<file path="config.mk">
export PLATFORM = sky130hd
export DESIGN_NAME = uart_msg_streamer
export DESIGN_NICKNAME = d
export VERILOG_FILES = /design/src/rtl/uart_msg_streamer.sv
export SDC_FILE = /design/constraint.sdc
export NUM_CORES = 1
export LEC_CHECK = 0
export ABC_AREA = 1
export ABC_CLOCK_PERIOD_IN_PS = 1670
export CAP_MARGIN = 5
export CORE_MARGIN = 2
export CORE_UTILIZATION = 45
export DETAILED_ROUTE_END_ITERATION = 10
export PLACE_DENSITY_LB_ADDON = 0.05
export SYNTH_ARGS = -nofsm -noshare
export SYNTH_HDL_FRONTEND = slang
export SYNTH_SLANG_ARGS = --single-unit
</file>
<file path="constraint.sdc">
create_clock -name clk -period 1.67 [get_ports clk]
set_input_delay 0.334 -clock clk [delete_from_list [all_inputs] [get_ports clk]]
set_output_delay 0.334 -clock clk [all_outputs]
set_load 0.05 [all_outputs]
</file>
<file path="src/rtl/uart_msg_streamer.sv">
// uart_msg_streamer: streams a message out of a block-RAM to a UART transmitter
//   clk        - single clock shared with the RAM and the UART TX
//   rst        - synchronous active-high reset
//   start      - begin streaming; only looked at while idle
//   o_raddr    - RAM read address (always the cursor)
//   i_rdata    - RAM read data, valid one cycle after o_raddr
//   o_tx_data  - byte offered to the UART TX
//   o_tx_valid - o_tx_data is valid
//   i_tx_ready - UART TX accepts the byte when valid & ready
//   o_busy     - high whenever not idle
//   o_done     - one-cycle pulse after the final byte (non-repeating only)
//   o_sum      - 16-bit wrapping sum of bytes accepted since the last start
module uart_msg_streamer #(
    parameter int ADDR_W      = 9,
    parameter int MESSAGE_LEN = 512,
    parameter int REPEAT      = 0
) (
    input  logic              clk,
    input  logic              rst,
    input  logic              start,
    output logic [ADDR_W-1:0] o_raddr,
    input  logic [7:0]        i_rdata,
    output logic [7:0]        o_tx_data,
    output logic              o_tx_valid,
    input  logic              i_tx_ready,
    output logic              o_busy,
    output logic              o_done,
    output logic [15:0]       o_sum
);
    typedef enum logic [2:0] {IDLE, FETCH, LATCH, SEND, DONE} state_t;
    // Compared at ADDR_W width so a full-depth message ends on the all-ones address.
    localparam logic [ADDR_W-1:0] LAST = ADDR_W'(MESSAGE_LEN - 1);
    state_t state, state_nx;
    logic [ADDR_W-1:0] cursor;
    logic last;
    logic hs;
    always_ff @(posedge clk) begin
        if (rst) state <= IDLE;
        else     state <= state_nx;
    end
    always_comb begin
        state_nx = state;
        case (state)
            IDLE:    state_nx = start ? FETCH : IDLE;
            FETCH:   state_nx = LATCH;
            LATCH:   state_nx = SEND;
            SEND:    state_nx = !i_tx_ready ? SEND : (!last || REPEAT != 0) ? FETCH : DONE;
            default: state_nx = IDLE;
        endcase
    end
    // Valid is a pure decode of the registered state, so it is glitch-free
    // and held for the whole of SEND until the handshake.
    always_comb begin
        o_raddr    = cursor;
        o_busy     = state != IDLE;
        o_done     = state == DONE;
        o_tx_valid = state == SEND;
        last       = cursor == LAST;
        hs         = state == SEND && i_tx_ready;
    end
    always_ff @(posedge clk) begin
        if (rst) begin
            cursor    <= '0;
            o_tx_data <= '0;
            o_sum     <= '0;
        end else if (state == IDLE && start) begin
            cursor <= '0;
            o_sum  <= '0;
        end else if (state == LATCH) begin
            o_tx_data <= i_rdata;
        end else if (hs) begin
            o_sum  <= o_sum + 16'(o_tx_data);
            cursor <= !last ? cursor + ADDR_W'(1) : (REPEAT != 0) ? '0 : cursor;
        end
    end
endmodule

</file>
## Yosys cells after proc, flatten, opt, wreduce, memory -nomap -nowiden

Cells that the tools add are included.
Widths: inputs -> output; s select.

- Logic and storage cells: 26
- Bits in registers: 36
- Input port bits: 12

- Equality and inequality tests: 5
- Bitwise logic cells: 3
- Reduce and logical (&&, ||, !) cells: 8
- Mux-type cells: 4
- Add/subtract/negate cells: 2

Operator list:

| kind | number |
|---|---|
| $add 16x8->16 | 1 |
| $pmux 3 s4 | 1 |
| $add 9x1->9 const B | 1 |
| $eq 9x9->1 const B | 1 |
| $eq 3x2->1 const B | 2 |
| $mux 3 | 2 |
| $reduce_and 2->1 | 2 |
| $eq 3x1->1 const B | 1 |
| $eq 3x3->1 const B | 1 |
| $logic_not 3->1 | 1 |
| $not 1->1 | 3 |
| $reduce_and 3->1 | 1 |
| $reduce_bool 3->1 | 1 |
| $logic_and 1x1->1 | 2 |
| $reduce_or 2->1 | 1 |
| $mux 1 | 1 |

## Depth between registers and ports, before layout

Gate-level depths: netlist of run 1.

- Word-level depth: 4
- Gate-level depth with buffers: 10

## Least setup slack after synthesis of run 1

No wires, ideal clock.

- Kind: register -> register
- From: register cursor[1] (netlist: o_raddr[1])
- To: register cursor[5] (netlist: o_raddr[5])
- Required time: 1,552 ps
- Buffers on the path: 0
- Library setup time: 118 ps
- Period minus slack after synthesis: 2,012 ps
- Setup slack: -342 ps
- Arrival: 1,894 ps
- Stages on the path, launching flop included: 10
- Cells stage by stage: dfxtp_1 ha_1 nand3_1 nor4_1 ha_1 nor2_8 inv_4 nor2_4 xnor2_1 nor2_1

- Word-level cells in the longest chain between the ends: 3

RTL lines:

| what | RTL line | RTL |
|---|---|---|
| start, declared | 34 | `logic [ADDR_W-1:0] cursor;` |
| start signal, assigned | 73 | `cursor <= !last ? cursor + ADDR_W'(1) : (REPEAT != 0) ? '0 : cursor;` |
| parallel branches: the longest is 3 deep, another holds $add 9x1->9 | n/a |  |

Several ways; the timed one is not identified.
A chain may end at the register's enable or synchronous reset.

## Worst setup path after layout of run 1

- From: register o_tx_data[0]
- To: register o_sum[6]

- Word-level cells in the longest chain between the ends: 1

RTL lines:

| what | RTL line | RTL |
|---|---|---|
| start, declared | 23 | `output logic [7:0] o_tx_data,` |
| start signal, assigned | 70 | `o_tx_data <= i_rdata;` |
| $add 16x8->16 | 72 | `o_sum <= o_sum + 16'(o_tx_data);` |
| end signal, assigned | 72 |  |
| end, declared | 28 | `output logic [15:0] o_sum` |

Every way passes these cells.

==> results of run 1 <==
[cell families (layout without fill, tap and decap cells)]
kind of cell,Yosys count,count (layout)
xor+xnor,4,4
fa+ha+maj,11,11
flops,36,36
compound gates,41,41
buf+inv,37,96
simple gates,168,168
[report_power, final]
group,total (mW),internal (mW),switching [mW]
logic,0.432,0.167,0.266
registers,0.929,0.892,0.0363
clock network,0.591,0.283,0.308
total,1.95,1.34,0.610
[final cells by class]
type / instances / share of cell area
Clock inverter: 3 / 0.004820
Timing Repair Buffer: 55 / 0.1937
Tap cell: 52 / 0.02279
Inverter: 33 / 0.04514
Clock buffer: 5 / 0.02410
Multi-Input combinational cell: 224 / 0.4426
Sequential cell: 36 / 0.2669
[sequential cells by signal (all words and copies together) (netlist names)]
name and cells:
o_raddr 9, o_sum 16, o_tx_data 8, state 3
[placed cells by master, fill, tap and decap left out, types with 2 or more instances in the layout]
cell type        Yosys  final
nor2_4               2      2
nor2_2               0      3
buf_12               0      9
nand3_2              0      4
o21ai_0             16     15
ha_2                 0      3
clkdlybuf4s50_1      0     11
clkinv_2             0      2
nor2_1              55     52
dfxtp_4              0      4
dfxtp_2              0     21
ha_1                10      4
ha_4                 0      3
dfxtp_1             36     11
clkbuf_8             0      5
nor3_1               4      3
nand2_1             66     64
a21oi_2              0      3
nand2_2              2      4
a21o_1               2      2
nand3_1             33     28
a21oi_1             19     16
xnor2_1              4      4
inv_1               29     29
buf_4                3     35
clkinv_1             2      3
[how the worst max path moves through the flow]
stage / end / slack, ns / cells past startpoint
after floorplan: o_raddr[5] / -0.02 / 9
final: o_sum[6] / 0.06 / 9
after global routing: o_sum[6] / -0.02 / 9
after global placement: o_raddr[5] / 0.003 / 9
after detailed placement: o_sum[12] / -0.008 / 8
after CTS: o_raddr[5] / 0.01 / 9
[per-stage QoR]
step	util	setup TNS, ns	power [mW]	area, sq um
after CTS	0.6334	0	1.966	2739
after global routing	0.6603	-0.02411	2.055	2855
after global placement	0.6123	0	1.367	2648
final	0.6603	0	1.952	2855
after detailed placement	0.6123	-0.009804	1.371	2648
after floorplan	-	-0.01571	1.215	2057
[layer usage]
layer	GRT usage	up-vias	wire, microns
li1	-	1079	-
met1	0.2440	909	2137
met2	0.3323	38	2296
met3	0.04843	3	215
met4	0.04403	0	29
met5	0	-	0
[repair_timing]
| item | in CTS | in global routing |
|---|---|---|
| resized for setup | 2 | 27 |
| pin swaps | 1 | 5 |
| hold buffers | 0 | 0 |
| setup buffers | 0 | 0 |
| setup endpoints to repair | 3 | 20 |
[worst max-delay path, stage by stage, from the launching register on]
cell	delay [ns]
dfxtp_4	0.35
ha_2	0.20
fa_2	0.37
nand2_1	0.08
nand3_1	0.11
nand3_1	0.13
a21o_1	0.12
nand3_1	0.07
nand2_1	0.07
inv_1	0.03
==> results_tabular.tex, run 1 <==
\begin{tabular}{lr}
\hline
Metric & Value \\
\hline
\multicolumn{2}{l}{\textbf{Yosys}} \\
Synthesized netlist net count & 320 \\
Dominant cells by area after synthesis & dfxtp\_1, nand2\_1, nor2\_1 \\
Library cell with the largest summed area after synthesis & dfxtp\_1 \\
Synthesis Warnings & 0 \\
Yosys cell types & 29 \\
Number of instances in the synthesized netlist & 297 \\
Post-synthesis share of cell area spent on xor and xnor gates & 0.01746 \\
Ys flop type & dfxtp\_1 \\
Adder-Cell Fraction of Synth Area & 0.07232 \\
Summed instance area of the synthesized netlist & 0.002007 sq mm \\
Synthesized area per cell & 6.757 sq um \\
Fraction of registers with async set or reset after synthesis & 0 \\
Simple-gate portion of the synthesized area & 0.3647 \\
Portion of netlist area occupied by mux cells & 0 \\
Sequential element share of the synthesized area & 0.3591 \\
Complex-gate fraction of the synthesized area & 0.1097 \\
Number of synthesized register bits & 36 \\
Area share of the leading cell type in the synthesized netlist & 0.3591 \\
Number of synthesized flops with an enable pin & 0 \\
Most repeated cell in the gate-level netlist after synthesis & nand2\_1 \\
Combinational family with the most area after synthesis & simple AND/OR/NAND/NOR gates \\
Most numerous cell types in the synthesized netlist & nand2\_1, nor2\_1, dfxtp\_1, nand3\_1, inv\_1 \\
\multicolumn{2}{l}{\textbf{CTS}} \\
Cell at the root of the clock tree & clkbuf\_8 \\
Clock net sink count & 36 \\
Clock Tree Buf Depth & 2 \\
Clock slew at the register clock pins of the worst setup and hold paths & 0.07 ns \\
H-tree Lvls & 2 \\
Skew-Pair Late Insertion Delay & 0.28 ns \\
TritonCTS Buffers & 5 \\
TritonCTS clock tree & yes \\
\multicolumn{2}{l}{\textbf{Global route}} \\
Gr ovfl total & 0 \\
Overall track demand over capacity in global routing & 0.1929 \\
Initial antenna violation count & 0 \\
Via count of the first global-routing pass & 1,875 \\
First-pass GRT wire length & 7893 microns \\
Pin count of the biggest net entering global routing & 12 \\
\multicolumn{2}{l}{\textbf{Timing}} \\
Minimum setup slack in the final design & 0.05779 ns \\
Worst Hold Margin & 0.4915 ns \\
Number of hold violations in the final report & 0 \\
Slew headroom & 0.7763 \\
Worst Clk Skew & 0.005046 ns \\
Transition time of the tightest slew-check pin & 0.3349 ns \\
Final Max Tran Viols & 0 \\
Fraction of the cycle the final worst path needs & 0.9654 \\
Max Fclk & 0.6203 GHz \\
Min Clock Period, post-route & 1.612 ns \\
Total of endpoints with negative setup slack in the final report & 0 \\
\multicolumn{2}{l}{\textbf{Power and ir drop}} \\
Worst VDD drop & 0.4547 mV \\
Static leakage & 1.274 nW \\
Power density over cell area & 683.6 mW/mm\^{}2 \\
\multicolumn{2}{l}{\textbf{Critical path}} \\
Startpoint types & register \\
Worst Path Arrival & 1.80 ns \\
Critical setup path kind & reg2reg \\
Worst R2R End & o\_sum[6] \\
Crit end category & register \\
Number of cells traversed by the worst register-to-register path & 9 \\
Startpoint of the most critical register-to-register path & o\_tx\_data[0] \\
Worst R2R Setup Slack & 0.06 ns \\
Worst Path Max Fanout & 3 \\
Critical path data required time & 1.86 ns \\
Launch point of the worst path & o\_tx\_data[0] \\
\multicolumn{2}{l}{\textbf{Hold path}} \\
Start point of the worst hold path & o\_raddr[4] \\
Hold/Removal Path Class & reg2reg \\
Hold-critical path endpoint & o\_raddr[4] \\
WHS Path Cells & 2 \\
\multicolumn{2}{l}{\textbf{Finish}} \\
Share of final-layout standard cells stronger than drive strength 1 & 0.3062 \\
Filler cells & 407 \\
Inserted Diodes & 0 \\
Final net count & 378 \\
Area of combinational cells with multiple inputs & 0.001264 sq mm \\
Area Growth Syn to Fin & 42.27\% \\
Non-filler instance count after layout & 408 \\
Sequential cell area & 762.0 sq um \\
\multicolumn{2}{l}{\textbf{Drt}} \\
Routed Antenna Nets & 0 \\
First-pass iteration count of the detailed router & 4 \\
Total via count in the routed design & 2,029 \\
Total wire length & 4680 microns \\
Post-detailed-route DRC marker count & 0 \\
Vias per cell & 4.973 \\
Post-detailed-route wirelength per cell & 11.47 microns \\
Number of DRC violations after detailed-routing iteration 0 & 111 \\
\multicolumn{2}{l}{\textbf{Floorplan}} \\
Starting density of the core & 0.4641 \\
Die Span X & 70.78 microns \\
I/O pin cnt & 48 \\
Core outline area & 0.004324 sq mm \\
Floorplan die area & 0.005010 sq mm \\
Die extent in y & 70.78 microns \\
Row cnt & 24 \\
\multicolumn{2}{l}{\textbf{Outcome}} \\
Run status & finished clean \\
\multicolumn{2}{l}{\textbf{Placed design}} \\
HPWL after DPL & 3648 microns \\
Cells after DPL & 400 \\
Gpl congestion & 0.8483 \\
Count of buffers from port buffering & 47 \\
Minimum setup slack after placement & -0.007643 ns \\
\multicolumn{2}{l}{\textbf{Flow run}} \\
Max Cap Violations & 0 \\
\hline
\end{tabular}
No activity file was read; power rests on OpenSTA's default activity.
==> inputs of run 2 (changes only) <==
--- a/config.mk
+++ b/config.mk
@@ -12,6 +12,7 @@
 export CORE_UTILIZATION = 45
 export DETAILED_ROUTE_END_ITERATION = 10
 export PLACE_DENSITY_LB_ADDON = 0.05
+export SKIP_CTS_REPAIR_TIMING = 1
 export SYNTH_ARGS = -nofsm -noshare
 export SYNTH_HDL_FRONTEND = slang
 export SYNTH_SLANG_ARGS = --single-unit
==> results_tabular.tex, run 2 (synthesized netlist as in run 1, its figures left out) <==
\begin{tabular}{lr}
\hline
Metric & Value \\
\hline
\multicolumn{2}{l}{\textbf{Critical path}} \\
Startpoint types & register \\
Critical path data required time & 1.86 ns (about the same) \\
Launch point of the worst path & o\_tx\_data[0] \\
Startpoint of the most critical register-to-register path & o\_tx\_data[0] \\
Crit end category & register \\
Worst Path Arrival & 1.78 ns (-0.02 ns) \\
Worst Path Max Fanout & 3 (unchanged) \\
Critical setup path kind & reg2reg \\
\multicolumn{2}{l}{\textbf{Power and ir drop}} \\
Clock share of power & 0.302 (about the same) \\
Final total power & 1.957 mW (+0.27\%) \\
Power density over cell area & 690.5 mW/mm\^{}2 (+1.0\%) \\
Portion of total power attributed to combinational logic & 0.223 (about the same) \\
Worst VDD drop & 0.4548 mV (about the same) \\
Static leakage & 1.253 nW (-1.6\%) \\
Cell Int Power & 1.345 mW (+0.20\%) \\
Switching portion of total power & 0.3129 (+0.0004580) \\
Reg power frac & 0.475 (about the same) \\
Switching power total & 0.6124 mW (+0.41\%) \\
\multicolumn{2}{l}{\textbf{Timing}} \\
Total of endpoints with negative setup slack in the final report & 0 (unchanged) \\
Unrepaired setup endpoints after global routing & yes \\
Min Clock Period, post-route & 1.591 ns (-0.02087 ns) \\
Max Fclk & 0.6284 GHz (+1.3\%) \\
Final Max Tran Viols & 0 (unchanged) \\
Minimum setup slack in the final design & 0.07866 ns (+0.02087 ns) \\
Transition time of the tightest slew-check pin & 0.3333 ns (-0.001549 ns) \\
Slew headroom & 0.7773 (+0.001034) \\
Fraction of the cycle the final worst path needs & 0.9529 (-0.01249) \\
Number of hold violations in the final report & 0 (unchanged) \\
Worst Clk Skew & 0.004540 ns (-0.0005061 ns) \\
\multicolumn{2}{l}{\textbf{Drt}} \\
Total via count in the routed design & 2,035 (+0.30\%) \\
Post-detailed-route wirelength per cell & 11.38 microns (-0.81\%) \\
Post-detailed-route DRC marker count & 0 (unchanged) \\
Routed Antenna Nets & 0 (unchanged) \\
First-pass iteration count of the detailed router & 5 (+1) \\
Vias per cell & 4.988 (+0.30\%) \\
Number of DRC violations after detailed-routing iteration 0 & 83 (-25\%) \\
Total wire length & 4642 microns (-0.81\%) \\
\multicolumn{2}{l}{\textbf{CTS}} \\
Clock net sink count & 36 (unchanged) \\
Skew-Pair Late Insertion Delay & 0.28 ns (about the same) \\
TritonCTS clock tree & yes \\
Clock slew at the register clock pins of the worst setup and hold paths & 0.07 ns (about the same) \\
Cell at the root of the clock tree & clkbuf\_8 \\
H-tree Lvls & 2 (unchanged) \\
TritonCTS Buffers & 5 (unchanged) \\
Clock Tree Buf Depth & 2 (unchanged) \\
\multicolumn{2}{l}{\textbf{Outcome}} \\
Run status & finished clean \\
\multicolumn{2}{l}{\textbf{Placed design}} \\
Count of buffers from port buffering & 47 (unchanged) \\
Gpl congestion & 0.8483 (unchanged) \\
Minimum setup slack after placement & -0.007643 ns (unchanged) \\
HPWL after DPL & 3648 microns (unchanged) \\
\multicolumn{2}{l}{\textbf{Floorplan}} \\
Die Span X & 70.78 microns (unchanged) \\
Die extent in y & 70.78 microns (unchanged) \\
I/O pin cnt & 48 (unchanged) \\
Floorplan die area & 0.005010 sq mm (unchanged) \\
Row cnt & 24 (unchanged) \\
Core outline area & 0.004324 sq mm (unchanged) \\
Starting density of the core & 0.4641 (unchanged) \\
\multicolumn{2}{l}{\textbf{Global route}} \\
Pin count of the biggest net entering global routing & 12 (unchanged) \\
Gr ovfl total & 0 (unchanged) \\
First-pass GRT wire length & 7852 microns (-0.52\%) \\
Overall track demand over capacity in global routing & 0.1920 (-0.0008918) \\
Initial antenna violation count & 0 (unchanged) \\
Via count of the first global-routing pass & 1,871 (-0.21\%) \\
\multicolumn{2}{l}{\textbf{Finish}} \\
Commonest non-fill, non-tap cells in the layout & nand2\_1, nor2\_1, buf\_4 \\
Number of flip-flops under the largest register name & 16 (unchanged) \\
Share of final-layout standard cells stronger than drive strength 1 & 0.3118 (+0.005618) \\
Register ranked first by flip-flop count & o\_sum \\
Final net count & 378 (unchanged) \\
Area Growth Syn to Fin & 41.21\% \\
Most frequent standard cell in the layout excluding fill and tap cells & nand2\_1 \\
Inserted Diodes & 0 (unchanged) \\
\multicolumn{2}{l}{\textbf{Hold path}} \\
Start point of the worst hold path & o\_raddr[2] \\
Hold/Removal Path Class & reg2reg \\
\multicolumn{2}{l}{\textbf{Flow run}} \\
Max Cap Violations & 0 (unchanged) \\
\hline
\end{tabular}
## run 2: cell count changes in the layout (fill, tap and decap cells not counted)
cell,delta
ha_2,+2
nand3_2,+2
ha_1,-1
ha_4,-1
inv_4,+1
inv_6,-1
nand3_1,-1
nand3_4,-1
nor4_2,+1
nor4_4,-1
## run 2: worst max-delay path, cell delays in order, from the launching register on
cell,delay (ns)
dfxtp_4,0.35
ha_2,0.20
fa_2,0.37
nand2_1,0.08
nand3_1,0.12
nand3_2,0.11
a21o_1,0.11
nand3_1,0.07
nand2_1,0.07
inv_1,0.03
## run 2: final timing paths
kind / endpoint / slack (ns) / depth (start not counted)
worst min-delay path: o_raddr[2] / 0.48 / 2
worst min register to register: o_raddr[2] / 0.48 / 2
worst max-delay path: o_sum[6] / 0.08 / 9
worst max register to register: o_sum[6] / 0.08 / 9
## run 2: cell type report
cell class / instances / area (sq um)
fill: 408 / 1490
timing repair buffer: 55 / 553.0
clock inverter: 3 / 13.76
clock buffer: 5 / 68.82
multi-input combinational: 224 / 1245
sequential: 36 / 762.0
tap: 52 / 65.06
inverter: 33 / 126.4
## run 2: metal layers
metal,up-vias,share of wire,global-route usage
met3,3,0.046,0.04843
li1,1077,-,-
met1,917,0.46,0.2413
met2,38,0.49,0.3323
met5,-,0,0
met4,0,0.0062,0.04403
## run 2: per-stage QoR
stage | cell area [sq um] | hold slack [ns] | setup TNS, ns | std cells | util
finish | 2834 | 0.4798 | 0 | 408 | 0.6554
global route | 2834 | 0.5191 | -0.1486 | 408 | 0.6554
CTS | 2730 | 0.4743 | -0.03880 | 408 | 0.6314
detailed placement | 2648 | 0.4636 | -0.009804 | 400 | 0.6123
global placement | 2648 | 0.4584 | 0 | 400 | 0.6123
floorplan | 2057 | 0.4336 | -0.01571 | 297 | -
## run 2: power groups by stage
stage          clock, mW  sequential (mW)  combinational [mW]
2_1_floorplan          0             1.03               0.186
3_3_place_gp           0            0.946               0.421
3_5_place_dp           0            0.946               0.426
4_1_cts            0.613            0.926               0.426
5_1_grt            0.650            0.935               0.474
6_report           0.592            0.930               0.436
==> inputs of run 3 (changes only) <==
--- a/config.mk
+++ b/config.mk
@@ -6,7 +6,7 @@
 export NUM_CORES = 1
 export LEC_CHECK = 0
 export ABC_AREA = 1
-export ABC_CLOCK_PERIOD_IN_PS = 1670
+export ABC_CLOCK_PERIOD_IN_PS = 1300
 export CAP_MARGIN = 5
 export CORE_MARGIN = 2
 export CORE_UTILIZATION = 45
==> constraint.sdc (replaced) <==
create_clock -name clk -period 1.3 [get_ports clk]
set_input_delay 0.26 -clock clk [delete_from_list [all_inputs] [get_ports clk]]
set_output_delay 0.26 -clock clk [all_outputs]
set_load 0.05 [all_outputs]
==> results_tabular.tex, run 3 <==
\begin{tabular}{lr}
\hline
Metric & Value \\
\hline
\multicolumn{2}{l}{\textbf{CTS}} \\
H-tree Lvls & 2 (unchanged) \\
Clock Tree Buf Depth & 2 (unchanged) \\
TritonCTS Buffers & 5 (unchanged) \\
Clock net sink count & 36 (unchanged) \\
Cell at the root of the clock tree & clkbuf\_8 \\
\multicolumn{2}{l}{\textbf{Placed design}} \\
Count of buffers from port buffering & 47 (unchanged) \\
HPWL after DPL & 4646 microns (+27\%) \\
Area post-placement & 0.003540 sq mm (+34\%) \\
Gpl congestion & 0.8849 (+4.3\%) \\
Cells after DPL & 452 (+13\%) \\
\multicolumn{2}{l}{\textbf{Outcome}} \\
Run status & stopped before the end \\
First error in the log & [ERROR DPL-0033] detailed placement checks failed during check placement. \\
Failing step & global routing (5\_1\_grt) \\
\multicolumn{2}{l}{\textbf{Yosys}} \\
Most numerous cell types in the synthesized netlist & nand2\_1, nor2\_1, dfxtp\_1, nand3\_1, inv\_1 \\
Fraction of registers with async set or reset after synthesis & 0 (unchanged) \\
Area share of the leading cell type in the synthesized netlist & 0.3591 (unchanged) \\
Dominant cells by area after synthesis & dfxtp\_1, nand2\_1, nor2\_1 \\
Number of instances in the synthesized netlist & 297 (unchanged) \\
Synthesized area per cell & 6.757 sq um (unchanged) \\
Library cell with the largest summed area after synthesis & dfxtp\_1 \\
Ys flop type & dfxtp\_1 \\
Synthesis Warnings & 0 (unchanged) \\
Sequential element share of the synthesized area & 0.3591 (unchanged) \\
Number of synthesized flops with an enable pin & 0 (unchanged) \\
Yosys cell types & 29 (unchanged) \\
Summed instance area of the synthesized netlist & 0.002007 sq mm (unchanged) \\
Most repeated cell in the gate-level netlist after synthesis & nand2\_1 \\
Synthesized netlist net count & 320 (unchanged) \\
Number of synthesized register bits & 36 (unchanged) \\
\multicolumn{2}{l}{\textbf{Timing}} \\
Worst endpoint kind after the last repair & register data pin \\
End pin of the worst setup path after global-route repair & o\_raddr[7]\$\_SDFFE\_PP0P\_/D \\
\multicolumn{2}{l}{\textbf{Global route}} \\
Initial antenna violation count & 0 \\
Pin count of the biggest net entering global routing & 12 \\
\multicolumn{2}{l}{\textbf{Floorplan}} \\
Die Span X & 70.78 microns (unchanged) \\
Row cnt & 24 (unchanged) \\
Starting density of the core & 0.4641 (unchanged) \\
I/O pin cnt & 48 (unchanged) \\
Die extent in y & 70.78 microns (unchanged) \\
\hline
\end{tabular}
run 3: through the flow:
stage               setup TNS, ns  worst slack, ns
CTS                        -6.541          -0.3614
detailed placement         -6.039          -0.3286
global placement           -4.891          -0.2423
floorplan                  -5.822          -0.3775
run 3: cell families after synthesis:
| kind of cell | count (synthesis) | synth area share |
|---|---|---|
| flip-flops | 36 | 0.3591 |
| adder cells (fa/ha/maj) | 11 | 0.07232 |
| AO/OA/AOI/OAI | 41 | 0.1097 |
| XOR/XNOR | 4 | 0.01745 |
| buffers and inverters | 37 | 0.07668 |
| AND/OR/NAND/NOR | 168 | 0.3647 |
==> inputs of run 4 (changes only) <==
--- a/config.mk
+++ b/config.mk
@@ -6,12 +6,12 @@
 export NUM_CORES = 1
 export LEC_CHECK = 0
 export ABC_AREA = 1
-export ABC_CLOCK_PERIOD_IN_PS = 1300
+export ABC_CLOCK_PERIOD_IN_PS = 1700
 export CAP_MARGIN = 5
 export CORE_MARGIN = 2
-export CORE_UTILIZATION = 45
+export CORE_UTILIZATION = 30
 export DETAILED_ROUTE_END_ITERATION = 10
-export PLACE_DENSITY_LB_ADDON = 0.05
+export PLACE_DENSITY_LB_ADDON = 0.15
 export SKIP_CTS_REPAIR_TIMING = 1
 export SYNTH_ARGS = -nofsm -noshare
 export SYNTH_HDL_FRONTEND = slang
==> constraint.sdc (replaced) <==
create_clock -name clk -period 1.7 [get_ports clk]
set_input_delay 0.34 -clock clk [delete_from_list [all_inputs] [get_ports clk]]
set_output_delay 0.34 -clock clk [all_outputs]
set_load 0.05 [all_outputs]
==> results_tabular.tex, run 4 (synthesized netlist as in run 1, its figures left out) <==
\begin{tabular}{lr}
\hline
Metric & Value \\
\hline
\multicolumn{2}{l}{\textbf{Finish}} \\
Most frequent standard cell in the layout excluding fill and tap cells & nand2\_1 \\
Final net count & 381 \\
Non-filler instance count after layout & 436 \\
Share of final-layout standard cells stronger than drive strength 1 & 0.2897 \\
Register ranked first by flip-flop count & o\_sum \\
Area Growth Syn to Fin & 40.09\% \\
Summed area of non-filler cells in the final layout & 0.002811 sq mm \\
Inserted Diodes & 0 \\
Number of flip-flops under the largest register name & 16 \\
Commonest non-fill, non-tap cells in the layout & nand2\_1, nor2\_1, buf\_4 \\
End-of-flow core utilization & 0.4378 \\
Filler cells & 677 \\
\multicolumn{2}{l}{\textbf{Drt}} \\
First-pass iteration count of the detailed router & 6 \\
Post-detailed-route DRC marker count & 0 \\
DR top layer & met4 \\
Total wire length & 4840 microns \\
Vias per cell & 4.608 \\
Routed Antenna Nets & 0 \\
Detailed route wirelength on metal3 & 172 microns \\
Wire length on met2 & 2286 microns \\
Number of DRC violations after detailed-routing iteration 0 & 62 \\
Post-detailed-route wirelength per cell & 11.10 microns \\
Met1 Wirelength & 2357 microns \\
Total via count in the routed design & 2,009 \\
\multicolumn{2}{l}{\textbf{Critical path}} \\
Largest delay contributor family on the critical path & adder cells \\
Cell type of the slowest stage on the worst timing path & fa\_1 \\
Sequence of cells on the critical path & ha\_2 -> fa\_1 -> nand2\_1 -> nand3\_2 -> nand2\_2 -> o21ai\_1 -> a21oi\_1 -> nor2\_1 \\
Crit path largest cell delay & 0.38 ns \\
Startpoint types & register \\
Worst Path Arrival & 1.79 ns \\
Worst Path Max Fanout & 4 \\
Critical setup path kind & reg2reg \\
WP buf/inv & 0 \\
Critical path data required time & 1.88 ns \\
Crit end category & register \\
\multicolumn{2}{l}{\textbf{Timing}} \\
Min Clock Period, post-route & 1.603 ns \\
Worst Clk Skew & 0.006167 ns \\
Number of hold violations in the final report & 0 \\
Unrepaired setup endpoints after global routing & yes \\
Slew headroom & 0.7959 \\
Final TNS setup & 0 ns \\
Transition time of the tightest slew-check pin & 0.3061 ns \\
Minimum setup slack in the final design & 0.09669 ns \\
Total of endpoints with negative setup slack in the final report & 0 \\
Fraction of the cycle the final worst path needs & 0.9431 \\
Final Max Tran Viols & 0 \\
Worst Hold Margin & 0.4755 ns \\
Max Fclk & 0.6237 GHz \\
\multicolumn{2}{l}{\textbf{Floorplan}} \\
Die Span X & 85.79 microns (+21\%) \\
Starting density of the core & 0.3125 (-0.1516) \\
I/O pin cnt & 48 (unchanged) \\
Row cnt & 29 (+21\%) \\
Core outline area & 0.006422 sq mm \\
Die extent in y & 85.79 microns (+21\%) \\
Floorplan die area & 0.007360 sq mm \\
\multicolumn{2}{l}{\textbf{Power and ir drop}} \\
Worst VDD drop & 0.2651 mV \\
Final total power & 1.946 mW \\
Power density over cell area & 692.2 mW/mm\^{}2 \\
Static leakage & 1.260 nW \\
\multicolumn{2}{l}{\textbf{CTS}} \\
TritonCTS clock tree & yes \\
Clock slew at the register clock pins of the worst setup and hold paths & 0.08 ns \\
Cell at the root of the clock tree & clkbuf\_8 \\
H-tree Lvls & 2 (unchanged) \\
TritonCTS Buffers & 5 (unchanged) \\
Skew-Pair Late Insertion Delay & 0.29 ns \\
Clock Tree Buf Depth & 2 (unchanged) \\
Clock net sink count & 36 (unchanged) \\
\multicolumn{2}{l}{\textbf{Global route}} \\
Gr ovfl total & 0 \\
Initial antenna violation count & 0 \\
Via count of the first global-routing pass & 1,888 \\
Pin count of the biggest net entering global routing & 18 \\
Overall track demand over capacity in global routing & 0.1391 \\
First-pass GRT wire length & 8293 microns \\
\multicolumn{2}{l}{\textbf{Placed design}} \\
Area post-placement & 0.002671 sq mm (-25\%) \\
Count of buffers from port buffering & 47 (unchanged) \\
HPWL after DPL & 3790 microns (-18\%) \\
Minimum setup slack after placement & 0.02664 ns (+0.3553 ns) \\
Gpl congestion & 0.8059 (-8.9\%) \\
Cells after DPL & 428 (-5.3\%) \\
\multicolumn{2}{l}{\textbf{Flow run}} \\
Max Cap Violations & 0 \\
\multicolumn{2}{l}{\textbf{Hold path}} \\
Hold/Removal Path Class & reg2reg \\
\multicolumn{2}{l}{\textbf{Outcome}} \\
Run status & finished clean \\
\hline
\end{tabular}
## run 4: worst reg2reg max path, cell delays in order, from the launching register on
cell     delay, ns
dfxtp_2       0.33
ha_2          0.20
fa_1          0.38
nand2_1       0.09
nand3_2       0.09
nand2_2       0.09
o21ai_1       0.12
a21oi_1       0.14
nor2_1        0.06
## run 4: cell type report
type | count | area [sq um] | share of cell area
multi-input combinational | 224 | 1195 | 0.4250
sequential | 36 | 755.7 | 0.2688
timing repair buffer | 58 | 550.5 | 0.1958
inverter | 33 | 126.4 | 0.04495
tap | 77 | 96.34 | 0.03427
clock buffer | 5 | 68.82 | 0.02448
clock inverter | 3 | 18.77 | 0.006676
## run 4: layer usage
| layer | GRT usage | vias up |
|---|---|---|
| met5 | 0 | - |
| met4 | 0.04473 | 0 |
| met3 | 0.03754 | 2 |
| met2 | 0.2330 | 30 |
| met1 | 0.1739 | 898 |
| li1 | - | 1079 |
## run 4: power breakdown
group          internal (mW)  switching (mW)
Combinational          0.165           0.262
Sequential             0.877          0.0330
Clock                  0.286           0.324
Total                   1.33           0.618
## run 4: worst paths after layout
check                             startpoint         end  cells after the start  slack [ns]
worst max register to register  o_tx_data[0]    o_sum[8]                      8         0.1
worst min register to register    o_raddr[2]  o_raddr[2]                      2        0.48
worst max-delay path            o_tx_data[0]    o_sum[8]                      8         0.1
worst min-delay path              o_raddr[2]  o_raddr[2]                      2        0.48
